`config.mk`:
```
export PLATFORM = sky130hd
export DESIGN_NAME = spi_temp_poller
export DESIGN_NICKNAME = d
export VERILOG_FILES = /design/src/rtl/spi_poll_pkg.sv /design/src/rtl/spi_sck_gen.sv /design/src/rtl/spi_temp_poller.sv
export SDC_FILE = /design/constraint.sdc
export NUM_CORES = 1
export LEC_CHECK = 0
export CORE_MARGIN = 1.5
export CORE_UTILIZATION = 57
export DETAILED_ROUTE_END_ITERATION = 8
export PLACE_DENSITY_LB_ADDON = 0.25
export SLEW_MARGIN = 25
export SYNTH_ARGS = -nofsm -noshare
export SYNTH_HDL_FRONTEND = slang
export SYNTH_SLANG_ARGS = --single-unit
```
`constraint.sdc`:
```
create_clock -name sysclk_i -period 6.2 [get_ports sysclk_i]
set_input_delay 1.24 -clock sysclk_i [delete_from_list [all_inputs] [get_ports sysclk_i]]
set_output_delay 1.24 -clock sysclk_i [all_outputs]
set_load 0.02 [all_outputs]
```
`src/rtl/spi_poll_pkg.sv`:
```
// spi_poll_pkg: shared types and helpers for the SPI temperature poller.
//   state_e     - poller FSM states
//   SCK_IDLE    - serial clock level while no transfer is running
//   ch_width(n) - bits needed to index n channels (at least 1)
package spi_poll_pkg;

    typedef enum logic [2:0] {
        S_IDLE,
        S_SETUP,
        S_SHIFT,
        S_HOLD,
        S_GAP,
        S_WAIT_PERIOD
    } state_e;

    localparam logic SCK_IDLE = 1'b0;

    function automatic int ch_width(input int n);
        return (n > 1) ? $clog2(n) : 1;
    endfunction

endpackage

```
`src/rtl/spi_sck_gen.sv`:
```
// spi_sck_gen: SCK generator toggling every CLK_DIV cycles while enabled.
//   clk_i   - system clock
//   rstn_i  - synchronous active-low reset
//   en_i    - run; low clears the divider and parks SCK at SCK_IDLE
//   sck_o   - registered serial clock
//   rise_o  - high in the cycle whose closing edge drives SCK high
//   fall_o  - high in the cycle whose closing edge drives SCK low
module spi_sck_gen
    import spi_poll_pkg::*;
#(
    parameter int CLK_DIV = 4
) (
    input  logic clk_i,
    input  logic rstn_i,
    input  logic en_i,
    output logic sck_o,
    output logic rise_o,
    output logic fall_o
);
    localparam int DW = $clog2(CLK_DIV);

    logic [DW-1:0] div_q, div_d;
    logic          sck_q, sck_d;
    logic          tick;

    always_comb begin
        tick  = en_i && (div_q == DW'(CLK_DIV - 1));
        div_d = (!en_i || tick) ? '0 : div_q + 1'b1;
        sck_d = !en_i ? SCK_IDLE : (tick ? ~sck_q : sck_q);
    end

    always_ff @(posedge clk_i) begin
        if (!rstn_i) begin
            div_q <= '0;
            sck_q <= SCK_IDLE;
        end else begin
            div_q <= div_d;
            sck_q <= sck_d;
        end
    end

    assign sck_o  = sck_q;
    assign rise_o = tick & ~sck_q;
    assign fall_o = tick & sck_q;

endmodule

```
`src/rtl/spi_temp_poller.sv`:
```
// spi_temp_poller: round-robin poller for N_CH SPI temperature sensors with alarms.
//   sysclk_i     - system clock (rising edge)
//   rstn_i       - synchronous active-low reset
//   enable_i     - polling runs while high; low stops after the current transfer
//   thresh_hi_i  - signed alarm-set threshold
//   thresh_lo_i  - signed alarm-clear threshold
//   sio_i        - serial data from the selected sensor
//   sck_o        - serial clock, idle low
//   cs_o         - active-low chip-selects, at most one low
//   data_out_o   - last captured word
//   data_ch_o    - channel of data_out_o
//   data_valid_o - one-cycle strobe when data_out_o/data_ch_o update
//   alarm_o      - per-channel over-temperature flags
//   busy_o       - high while any chip-select is low
module spi_temp_poller
    import spi_poll_pkg::*;
#(
    parameter int N_CH       = 4,
    parameter int DATA_W     = 16,
    parameter int CLK_DIV    = 4,
    parameter int GAP_CYC    = 8,
    parameter int PERIOD_CYC = 1024
) (
    input  logic                      sysclk_i,
    input  logic                      rstn_i,
    input  logic                      enable_i,
    input  logic [DATA_W-1:0]         thresh_hi_i,
    input  logic [DATA_W-1:0]         thresh_lo_i,
    input  logic                      sio_i,
    output logic                      sck_o,
    output logic [N_CH-1:0]           cs_o,
    output logic [DATA_W-1:0]         data_out_o,
    output logic [ch_width(N_CH)-1:0] data_ch_o,
    output logic                      data_valid_o,
    output logic [N_CH-1:0]           alarm_o,
    output logic                      busy_o
);
    localparam int CH_W = ch_width(N_CH);
    localparam int CW   = $clog2((CLK_DIV > GAP_CYC ? CLK_DIV : GAP_CYC) + 1);
    localparam int BW   = $clog2(DATA_W + 1);
    localparam int PW   = $clog2(PERIOD_CYC);

    state_e            state_q, state_d;
    logic [CH_W-1:0]   ch_q, ch_d, dch_q, dch_d;
    logic [CW-1:0]     cnt_q, cnt_d;
    logic [BW-1:0]     bit_q, bit_d;
    logic [PW-1:0]     per_q, per_d;
    logic [DATA_W-1:0] sh_q, sh_d, data_q, data_d;
    logic [N_CH-1:0]   cs_q, cs_d, alarm_q, alarm_d;
    logic              stop_q, stop_d, valid_q, valid_d;
    logic              sck_en, sck_rise, sck_fall, hi_hit, lo_hit;

    assign sck_en = (state_q == S_SETUP) || (state_q == S_SHIFT);
    assign hi_hit = $signed(sh_q) > $signed(thresh_hi_i);
    assign lo_hit = $signed(sh_q) < $signed(thresh_lo_i);

    spi_sck_gen #(.CLK_DIV(CLK_DIV)) u_sck (
        .clk_i  (sysclk_i),
        .rstn_i (rstn_i),
        .en_i   (sck_en),
        .sck_o  (sck_o),
        .rise_o (sck_rise),
        .fall_o (sck_fall)
    );

    always_comb begin
        state_d = state_q;
        ch_d    = ch_q;
        cnt_d   = cnt_q + 1'b1;
        bit_d   = bit_q;
        per_d   = (per_q == PW'(PERIOD_CYC - 1)) ? '0 : per_q + 1'b1;
        sh_d    = sck_rise ? {sh_q[DATA_W-2:0], sio_i} : sh_q;
        // a stop request anywhere in a transfer is remembered until it finishes
        stop_d  = stop_q | ~enable_i;
        data_d  = data_q;
        dch_d   = dch_q;
        valid_d = 1'b0;
        alarm_d = alarm_q;
        case (state_q)
            S_IDLE: begin
                stop_d = 1'b0;
                per_d  = '0;
                if (enable_i) begin
                    state_d = S_SETUP;
                    ch_d    = '0;
                end
            end
            S_SETUP: begin
                bit_d = '0;
                if (sck_rise) state_d = S_SHIFT;
            end
            S_SHIFT: if (sck_fall) begin
                bit_d = bit_q + 1'b1;
                if (bit_q == BW'(DATA_W - 1)) begin
                    state_d = S_HOLD;
                    cnt_d   = '0;
                end
            end
            S_HOLD: if (cnt_q == CW'(CLK_DIV - 1)) begin
                valid_d       = 1'b1;
                data_d        = sh_q;
                dch_d         = ch_q;
                // set wins over clear when the thresholds overlap
                alarm_d[ch_q] = hi_hit | (~lo_hit & alarm_q[ch_q]);
                state_d       = stop_d ? S_IDLE : S_GAP;
                cnt_d         = '0;
            end
            S_GAP: begin
                if (!enable_i) state_d = S_IDLE;
                else if (cnt_q == CW'(GAP_CYC - 1)) begin
                    state_d = (ch_q < CH_W'(N_CH - 1)) ? S_SETUP : S_WAIT_PERIOD;
                    ch_d    = (ch_q < CH_W'(N_CH - 1)) ? ch_q + 1'b1 : '0;
                end
            end
            S_WAIT_PERIOD: begin
                if (!enable_i) state_d = S_IDLE;
                else if (per_q == PW'(PERIOD_CYC - 1)) state_d = S_SETUP;
            end
            default: state_d = S_IDLE;
        endcase
        cs_d = (state_d == S_SETUP || state_d == S_SHIFT || state_d == S_HOLD)
             ? ~(N_CH'(1) << ch_d) : '1;
    end

    always_ff @(posedge sysclk_i) begin
        if (!rstn_i) begin
            state_q <= S_IDLE;
            ch_q    <= '0;
            dch_q   <= '0;
            cnt_q   <= '0;
            bit_q   <= '0;
            per_q   <= '0;
            sh_q    <= '0;
            data_q  <= '0;
            cs_q    <= '1;
            alarm_q <= '0;
            stop_q  <= 1'b0;
            valid_q <= 1'b0;
        end else begin
            state_q <= state_d;
            ch_q    <= ch_d;
            dch_q   <= dch_d;
            cnt_q   <= cnt_d;
            bit_q   <= bit_d;
            per_q   <= per_d;
            sh_q    <= sh_d;
            data_q  <= data_d;
            cs_q    <= cs_d;
            alarm_q <= alarm_d;
            stop_q  <= stop_d;
            valid_q <= valid_d;
        end
    end

    assign cs_o         = cs_q;
    assign data_out_o   = data_q;
    assign data_ch_o    = dch_q;
    assign data_valid_o = valid_q;
    assign alarm_o      = alarm_q;
    assign busy_o       = ~&cs_q;

endmodule

```
======== Word-level counts from Yosys, hierarchy flattened ========
Index checks and enable logic that the tools add are counted.
storage, ports and cells
  bits of input ports ..................... 36
  flip-flop bits (word level) ............. 71
cells by class
  muxes and demuxes ....................... 29
  reductions and logical operators ........ 19
  $add $sub $neg .......................... 5
  magnitude comparators ................... 5
  bitwise logic cells ..................... 10
  equal/unequal tests ..................... 14
  shifts and indexed selects .............. 1
operators with widths
  operator                                        count
  2-to-1 mux 3 bit                                11
  case mux 3 bit (6 select lines)                 1
  > comparator 16 bit                             1
  < comparator 16 bit                             1
  == test 3 x 2 -> 1 bit (second input constant)  4
  2-to-1 mux 4 bit                                3
  adder 10 x 1 -> 10 bit (second input constant)  1
  == test 10 bit (second input constant)          1
  case mux 5 bit (2 select lines)                 1
  AND reduction 2 bit                             5
  2-to-1 mux 2 bit                                4
  case mux 4 bit (2 select lines)                 1
  == test 3 x 1 -> 1 bit (second input constant)  2
  == test 3 bit (second input constant)           2
  adder 5 x 1 -> 5 bit (second input constant)    1
  == test 5 x 4 -> 1 bit (second input constant)  1
  2-to-1 mux 5 bit                                1
  adder 2 x 1 -> 2 bit (second input constant)    2
  adder 4 x 1 -> 4 bit (second input constant)    1
  bitwise mux 4 bit                               1
  == test 4 x 2 -> 1 bit (second input constant)  1
  == test 4 x 3 -> 1 bit (second input constant)  1
  logical OR 1 bit                                4
  NOT 1 bit                                       4
  20 further kinds                                28

======== Longest topological paths before layout ========
Gate-level depths: netlist of the first run.
  depth in word-level cells ............... 10
  gate-level depth with buffers ........... 8
  gate-level depth less buffers ........... 8

======== Cells and area by module ========
From an unflattened synthesis of the first run, not the netlist that was laid out.
unflattened totals
  cell total of the unflattened synthesis .. 424
  area total of the unflattened synthesis .. 3671.0 µm²
modules (own cells, without submodules)
  module           times used  area an instance (µm²)  cells an instance
  spi_temp_poller  1           3554.7                  412
  spi_sck_gen      1           116.4                   12

======== Worst setup path after synthesis of the first run ========
No wires, ideal clock.
  kind .................................... in2reg
  start ................................... input port thresh_hi_i[7]
  end ..................................... register alarm_q[3], in the netlist alarm_o[3]
  cell stages on the path ................. 8
  data arrival time ....................... 2.769 ns
  path buffers ............................ 0
  required time ........................... 6.070 ns
  slack ................................... 3.301 ns
  cells stage by stage .................... inv_1 -> ha_1 -> a41oi_1 -> o21ai_1 -> a21o_1 -> or4_1 -> nand4_1 -> o211ai_1
on the way
  longest elaborated chain between the ends .. 3
RTL lines
  element               RTL line                source
  from (decl)           spi_temp_poller.sv:27   input logic [DATA_W-1:0] thresh_hi_i,
  > comparator 16 bit   spi_temp_poller.sv:54   assign hi_hit = $signed(sh_q) > $signed(thresh_hi_i);
  bitwise OR 1 bit      spi_temp_poller.sv:104  alarm_d[ch_q] = hi_hit | (~lo_hit & alarm_q[ch_q]);
  bitwise mux 4 bit     spi_temp_poller.sv:104
  to (signal assigned)  spi_temp_poller.sv:149  alarm_q <= alarm_d;
  to (decl)             spi_temp_poller.sv:49   logic [N_CH-1:0] cs_q, cs_d, alarm_q, alarm_d;
No other way between the ends.
A chain may end at the register's enable or synchronous reset.

======== Worst setup path after layout of the first run ========
  start ................................... input port thresh_hi_i[6]
  end ..................................... register alarm_q[0], in the netlist alarm_o[0]
Same word-level chain as after synthesis.

==> results.ini, run 1 <==
[status]
status = complete, no violations

[placement]
port_buffers = 64
placed_cell_area_mm2 = 0.00440
place.detailed.hpwl_mm = 6.12
place_congestion = 0.814
dp_slack_ns = 2.61

[worst_setup_path]
critical_path_peak_fanout = 4
worstSetupStartpointType = input port
crit_type = input port to flip-flop
worstPathArrival_ns = 3.45
required_ns = 6.42
end_kind = flip-flop

[logic_synthesis]
syn_area_mm2 = 0.00372
synth_fa_ha_area_share_pct = 13.4
syn_nets = 512
yosysWarnings = 0
syn_inst = 436
syn_area_per_cell_um2 = 8.54
synth.area.mux_share_pct = 4.64
seq_area_frac_synth_pct = 38.2
netlist_top_cells_area = dfxtp_1 38%, ha_1 13%, nand2_1 5.6%, a21oi_1 4.7%, nor2_1 4.6%
synth_xor_area_share_pct = 2.82
synth_flop_cell = dfxtp_1
synth-edff-count = 0
synthTopCellsByCount = 71 x dfxtp_1, 56 x nand2_1, 46 x nor2_1
synth_simple_gate_area_share_pct = 22.8
synth_compound_area_share_pct = 12.1
synth.distinct_cells = 53
yosysMostFrequentCell = dfxtp_1
synth_top_area_share_pct = 38.2
synth_top_family_by_area = simple AND/OR/NAND/NOR gates
ys_ff_latch = 71
yosysTopAreaCell = dfxtp_1
synthArstFlopShare_pct = 0

[detailed_routing]
drc = 0
wl_per_cell_um = 14.7
viasPerCell = 5.62
dr.pass1.iters = 7
routed-via-count = 3268
drtIter0Drc = 164
wl_mm = 8.56
detail-route-antenna-nets = 0

[sta]
rsz0062_at_grt = false
setup_violations = 0
timing.setup.tns_ns = 0
finalWorstSetupSlack_ns = 2.97
fmax_mhz = 309
slew_headroom_pct = 39.5
worst_slew_pin_slew_ns = 0.903
hold_violations = 0
drv_slew = 0
whs_ns = 0.430
min_period_ns = 3.23
clock_skew_ns = 0.0111
fin_crit_sh_pct = 52.2

[final_layout]
drive_gt1_share_pct = 5.56
final_util_pct = 73.8
final_cell_area_mm2 = 0.00466
insertedDiodeCount = 0
syn2layout_area_growth_pct = 25.1
fillCellCount = 459
nets = 575

[grt]
gr-total-overflow = 0
grt_pass1_vias = 3199
grt_pass1_wl_mm = 14.3
track_usage_pct = 25.6
antenna_found_initial = 0
grt_max_degree = 43

[min_path]
min_path_type = flip-flop to flip-flop

[cts]
cts_tree = yes
post-cts-setup-buffer-count = 0
cts_htree_levels = 3
clk_path_buf_depth = 2
cts.sinks = 71
cts_buffers = 9
cts.root.buffer_cell = clkbuf_8
cts_hold_buffers = 0
clock_latency_ns = 0.36
cts_resized = 0
clkTransAtPathRegs_ns = 0.07

[flow_run]
cap_violations = 0

[floorplanning]
fp-row-count = 29
die_x_um = 83.8
die_y_um = 83.8
dieArea_mm2 = 0.00703
core_mm2 = 0.00631
initial_core_util_pct = 59.0
io_pins = 65

[pwr]
leakagePower_nw = 2.03
ir_drop_v = 0.000156
powerDensity_mw_per_mm2 = 214

cell usage in the layout, fill, tap and decap left out, drive strengths merged, types with 4 or more instances in the layout:
cell / count
o211ai: 7
nor2: 46
a21oi: 35
mux2i: 15
clkbuf: 11
nand4: 12
and2: 6
or3: 6
nor3: 5
nand2: 57
o21ai: 5
clkdlybuf4s50: 64
inv: 42
o2111ai: 5
nand3: 13
nor2b: 6
dfxtp: 71
ha: 40
xor2: 9
and3: 4
cell type report:
cell class              instances  area [µm²]  area share (%)
flip-flops and latches         71        1420            30.5
multi-input cells             309        2080            44.6
repair buffers                 65         648            13.9
well taps                      77        96.3            2.07
clock inverters                 5         104            2.23
clock buffers                  11         151            3.25
inverters                      43         161            3.46
report_power, final:
part	switching, mW	internal, mW	total, mW
clock	0.176	0.289	0.465
sequential	0.00448	0.460	0.464
combinational	0.0335	0.0361	0.0695
state kept, by name (all words and copies together), names as in the netlist, 3 cells and up:
register and cells:
state_q 3, alarm_o 4, per_q 10, data_out_o 16
cnt_q 4, sh_q 16, cs_o 4, bit_q 5
cell families after synthesis:
logic type                 count (synthesis)
and+or+nand+nor                          172
DFF                                       71
AOI/OAI and AO/OA                         69
buffers and inverters                     56
adders and majority gates                 40
muxes                                     16
xor gates and xnor gates                  12
through the flow:
step	cells	power, mW
after detailed placement	565	0.543
after floorplan	436	0.509
after CTS	581	1.00
after global routing	581	1.04
final	581	0.999
after global placement	565	0.541
path summary, 6_finish.rpt:
path	start	to	slack, ns	cells past startpoint
max	thresh_hi_i[6]	alarm_o[0]$_SDFFE_PN0P_	2.97	9
min	u_sck.div_q[0]$_SDFF_PP0_	u_sck.div_q[0]$_SDFF_PP0_	0.43	1
max reg2reg	cnt_q[0]$_SDFF_PN0_	alarm_o[0]$_SDFFE_PN0P_	3.69	6
min reg2reg	u_sck.div_q[0]$_SDFF_PP0_	u_sck.div_q[0]$_SDFF_PP0_	0.43	1
layer usage:
metal	share of wire [%]	up-vias	global-route usage, %
met5	0	-	0
met4	3.1	0	11.3
met3	6.1	28	6.92
met2	49	114	45.3
met1	41	1498	28.6
li1	-	1628	-
worst max-delay path, stage by stage:
cell and delay [ns]:
clkdlybuf4s50_1 0.45, inv_1 0.04, ha_1 0.32, a41oi_1 0.22, o21ai_1 0.14, a21o_1 0.20
or4_1 0.61, nand4_1 0.14, o211ai_1 0.10
Power figures use the tool's default switching activity.
==> run 2: changes to the inputs <==
- CORE_UTILIZATION: 57 -> 53
- clock period: 6.2 -> 3.2 ns (I/O delays scaled with it)
==> run 2 against run 1 <==
Net effect: clock power up 65%; hold slack better by 0.0036 ns; worst setup slack worse by 2.4 ns; clock-buffer cell count up 1; critical endpoint is now alarm_o[1]$_SDFFE_PN0P_; clock skew down 0.0035 ns; critical path type unchanged.
==> results.ini, run 2 (synthesized netlist as in run 1, its figures left out) <==
[status]
status = complete, no violations  ; unchanged

[final_layout]
insertedDiodeCount = 0  ; unchanged
instances_no_fill = 602  ; was 581
fillCellCount = 550  ; was 459
seq_area_mm2 = 0.00142  ; unchanged
final_common_cell = dfxtp_1  ; unchanged
syn2layout_area_growth_pct = 25.1  ; unchanged
multi_input_area_mm2 = 0.00208  ; unchanged
final_cell_area_mm2 = 0.00466  ; unchanged
final_cell_mix = 71 x dfxtp_1, 64 x clkdlybuf4s50_1, 56 x nand2_1  ; unchanged
nets = 577  ; was 575
drive_gt1_share_pct = 5.93  ; was 5.56%

[grt]
gr-total-overflow = 0  ; unchanged
grt_pass1_wl_mm = 13.5  ; was 14.3 mm
track_usage_pct = 22.9  ; was 25.6%
grt_max_degree = 37  ; was 43
grt_pass1_vias = 2995  ; was 3199
antenna_found_initial = 0  ; unchanged

[cts]
clock_latency_ns = 0.34  ; was 0.36 ns
cts_resized = 0  ; unchanged
cts.sinks = 71  ; unchanged
cts_hold_buffers = 0  ; unchanged
cts.root.buffer_cell = clkbuf_8  ; unchanged
post-cts-setup-buffer-count = 0  ; unchanged
cts_buffers = 9  ; unchanged
cts_tree = yes  ; unchanged
clk_path_buf_depth = 2  ; unchanged
cts_htree_levels = 3  ; unchanged
clkTransAtPathRegs_ns = 0.07  ; about the same

[detailed_routing]
routed-via-count = 3211  ; was 3268
wl_per_cell_um = 13.7  ; was 14.7 µm
dr.pass1.iters = 4  ; was 7
wl_mm = 8.27  ; was 8.56 mm
viasPerCell = 5.33  ; was 5.62
detail-route-antenna-nets = 0  ; unchanged
drc = 0  ; unchanged
drtIter0Drc = 142  ; was 164

[sta]
fin_crit_sh_pct = 82.0
worst_slew_pin_slew_ns = 0.852  ; was 0.903 ns
whs_ns = 0.433  ; was 0.430 ns
min_period_ns = 2.63
timing.setup.tns_ns = 0  ; unchanged
rsz0062_at_grt = false  ; unchanged
clock_skew_ns = 0.00765  ; was 0.0111 ns
hold_violations = 0  ; unchanged
slew_headroom_pct = 43.2  ; was 39.5%
drv_slew = 0  ; unchanged
setup_violations = 0  ; unchanged
fmax_mhz = 381

[placement]
place_congestion = 0.909  ; was 0.814
port_buffers = 64  ; unchanged
place.detailed.hpwl_mm = 6.01  ; was 6.12 mm
dp.cells = 586  ; was 565
placed_cell_area_mm2 = 0.00444  ; was 0.00440 mm²

[pwr]
powerDensity_mw_per_mm2 = 386  ; was 214 mW/mm²
swShare_pct = 22.9  ; was 21.4%
power_frac_comb_pct = 7.5  ; was 7.0%
intPower_mw = 1.39  ; was 785 µW
ir_drop_v = 0.000257  ; was 0.000156 V
leakagePower_nw = 2.02  ; was 2.03 nW
power_switching_uw = 413  ; was 214 µW
pwr-share-clk_pct = 42.5  ; was 46.6%
p_seq_share_pct = 50.0  ; was 46.5%

[worst_setup_path]
worstSetupStartpointType = input port  ; unchanged
required_ns = 3.42  ; was 6.42 ns
worstPathArrival_ns = 2.85  ; was 3.45 ns
crit_type = input port to flip-flop  ; unchanged
end_kind = flip-flop  ; unchanged
critical_path_peak_fanout = 4  ; unchanged

[floorplanning]
fp-row-count = 30  ; was 29
die_y_um = 86.8  ; was 83.8 µm
dieArea_mm2 = 0.00754  ; was 0.00703 mm²
io_pins = 65  ; unchanged
die_x_um = 86.8  ; was 83.8 µm
core_mm2 = 0.00679  ; was 0.00631 mm²
initial_core_util_pct = 54.8  ; was 59.0%

[flow_run]
cap_violations = 0  ; unchanged

[min_path]
min_path_type = flip-flop to flip-flop  ; unchanged

==> run 2: cell types whose count changed in the layout (fill, tap and decap cells not counted) <==
cell / before / now
buf_4: 1 / 3
inv_6: 0 / 1
clkbuf_8: 11 / 12
bufinv_16: 3 / 1
clkinv_4: 1 / 0
clkinvlp_4: 0 / 1
==> run 2: area by class of cell <==
class,instances,share of cell area (%)
clock inverters,4,1.10
repair buffers,67,14.2
well taps,96,2.58
clock buffers,12,3.54
inverters,43,3.46
flip-flops and latches,71,30.5
multi-input cells,309,44.6
==> run 2: path summary, 6_finish.rpt <==
kind / startpoint / end / slack (ns) / cells after the start
hold / removal: u_sck.div_q[0]$_SDFF_PP0_ / u_sck.div_q[0]$_SDFF_PP0_ / 0.43 / 1
setup reg to reg: sh_q[6]$_SDFFE_PN0P_ / alarm_o[1]$_SDFFE_PN0P_ / 0.97 / 7
hold reg to reg: u_sck.div_q[0]$_SDFF_PP0_ / u_sck.div_q[0]$_SDFF_PP0_ / 0.43 / 1
setup / recovery: thresh_hi_i[6] / alarm_o[1]$_SDFFE_PN0P_ / 0.57 / 9
==> run 2: metrics by stage <==
stage | total power, mW | util (%) | setup WS [ns]
after global placement | 1.05 | 65.4 | 0.307
after floorplan | 0.986 | - | 0.901
after global routing | 1.87 | 68.6 | 0.482
after CTS | 1.82 | 68.6 | 0.579
final | 1.80 | 68.6 | 0.574
after detailed placement | 1.05 | 65.4 | 0.215
==> run 2: routing by layer <==
| metal | wire length (µm) | track usage, % |
|---|---|---|
| met3 | 283 | 5.05 |
| met5 | 0 | 0 |
| met1 | 3940 | 30.1 |
| met2 | 3890 | 36.8 |
| met4 | 159 | 8.65 |
==> run 2: power by group through the flow <==
stage / Clock (mW) / Sequential, mW / Combinational [mW]
floorplan: 0 / 0.917 / 0.0687
global placement: 0 / 0.919 / 0.129
detailed placement: 0 / 0.920 / 0.133
CTS: 0.782 / 0.899 / 0.134
global route: 0.819 / 0.901 / 0.149
finish: 0.766 / 0.899 / 0.135
==> run 2: critical path, cell delays in order <==
cell and delay, ns:
clkdlybuf4s50_1 0.47, inv_1 0.05, ha_1 0.32, a41oi_1 0.22, o21ai_1 0.13, a21o_1 0.21
or4_1 0.60, nand4_1 0.13, o211ai_1 0.08
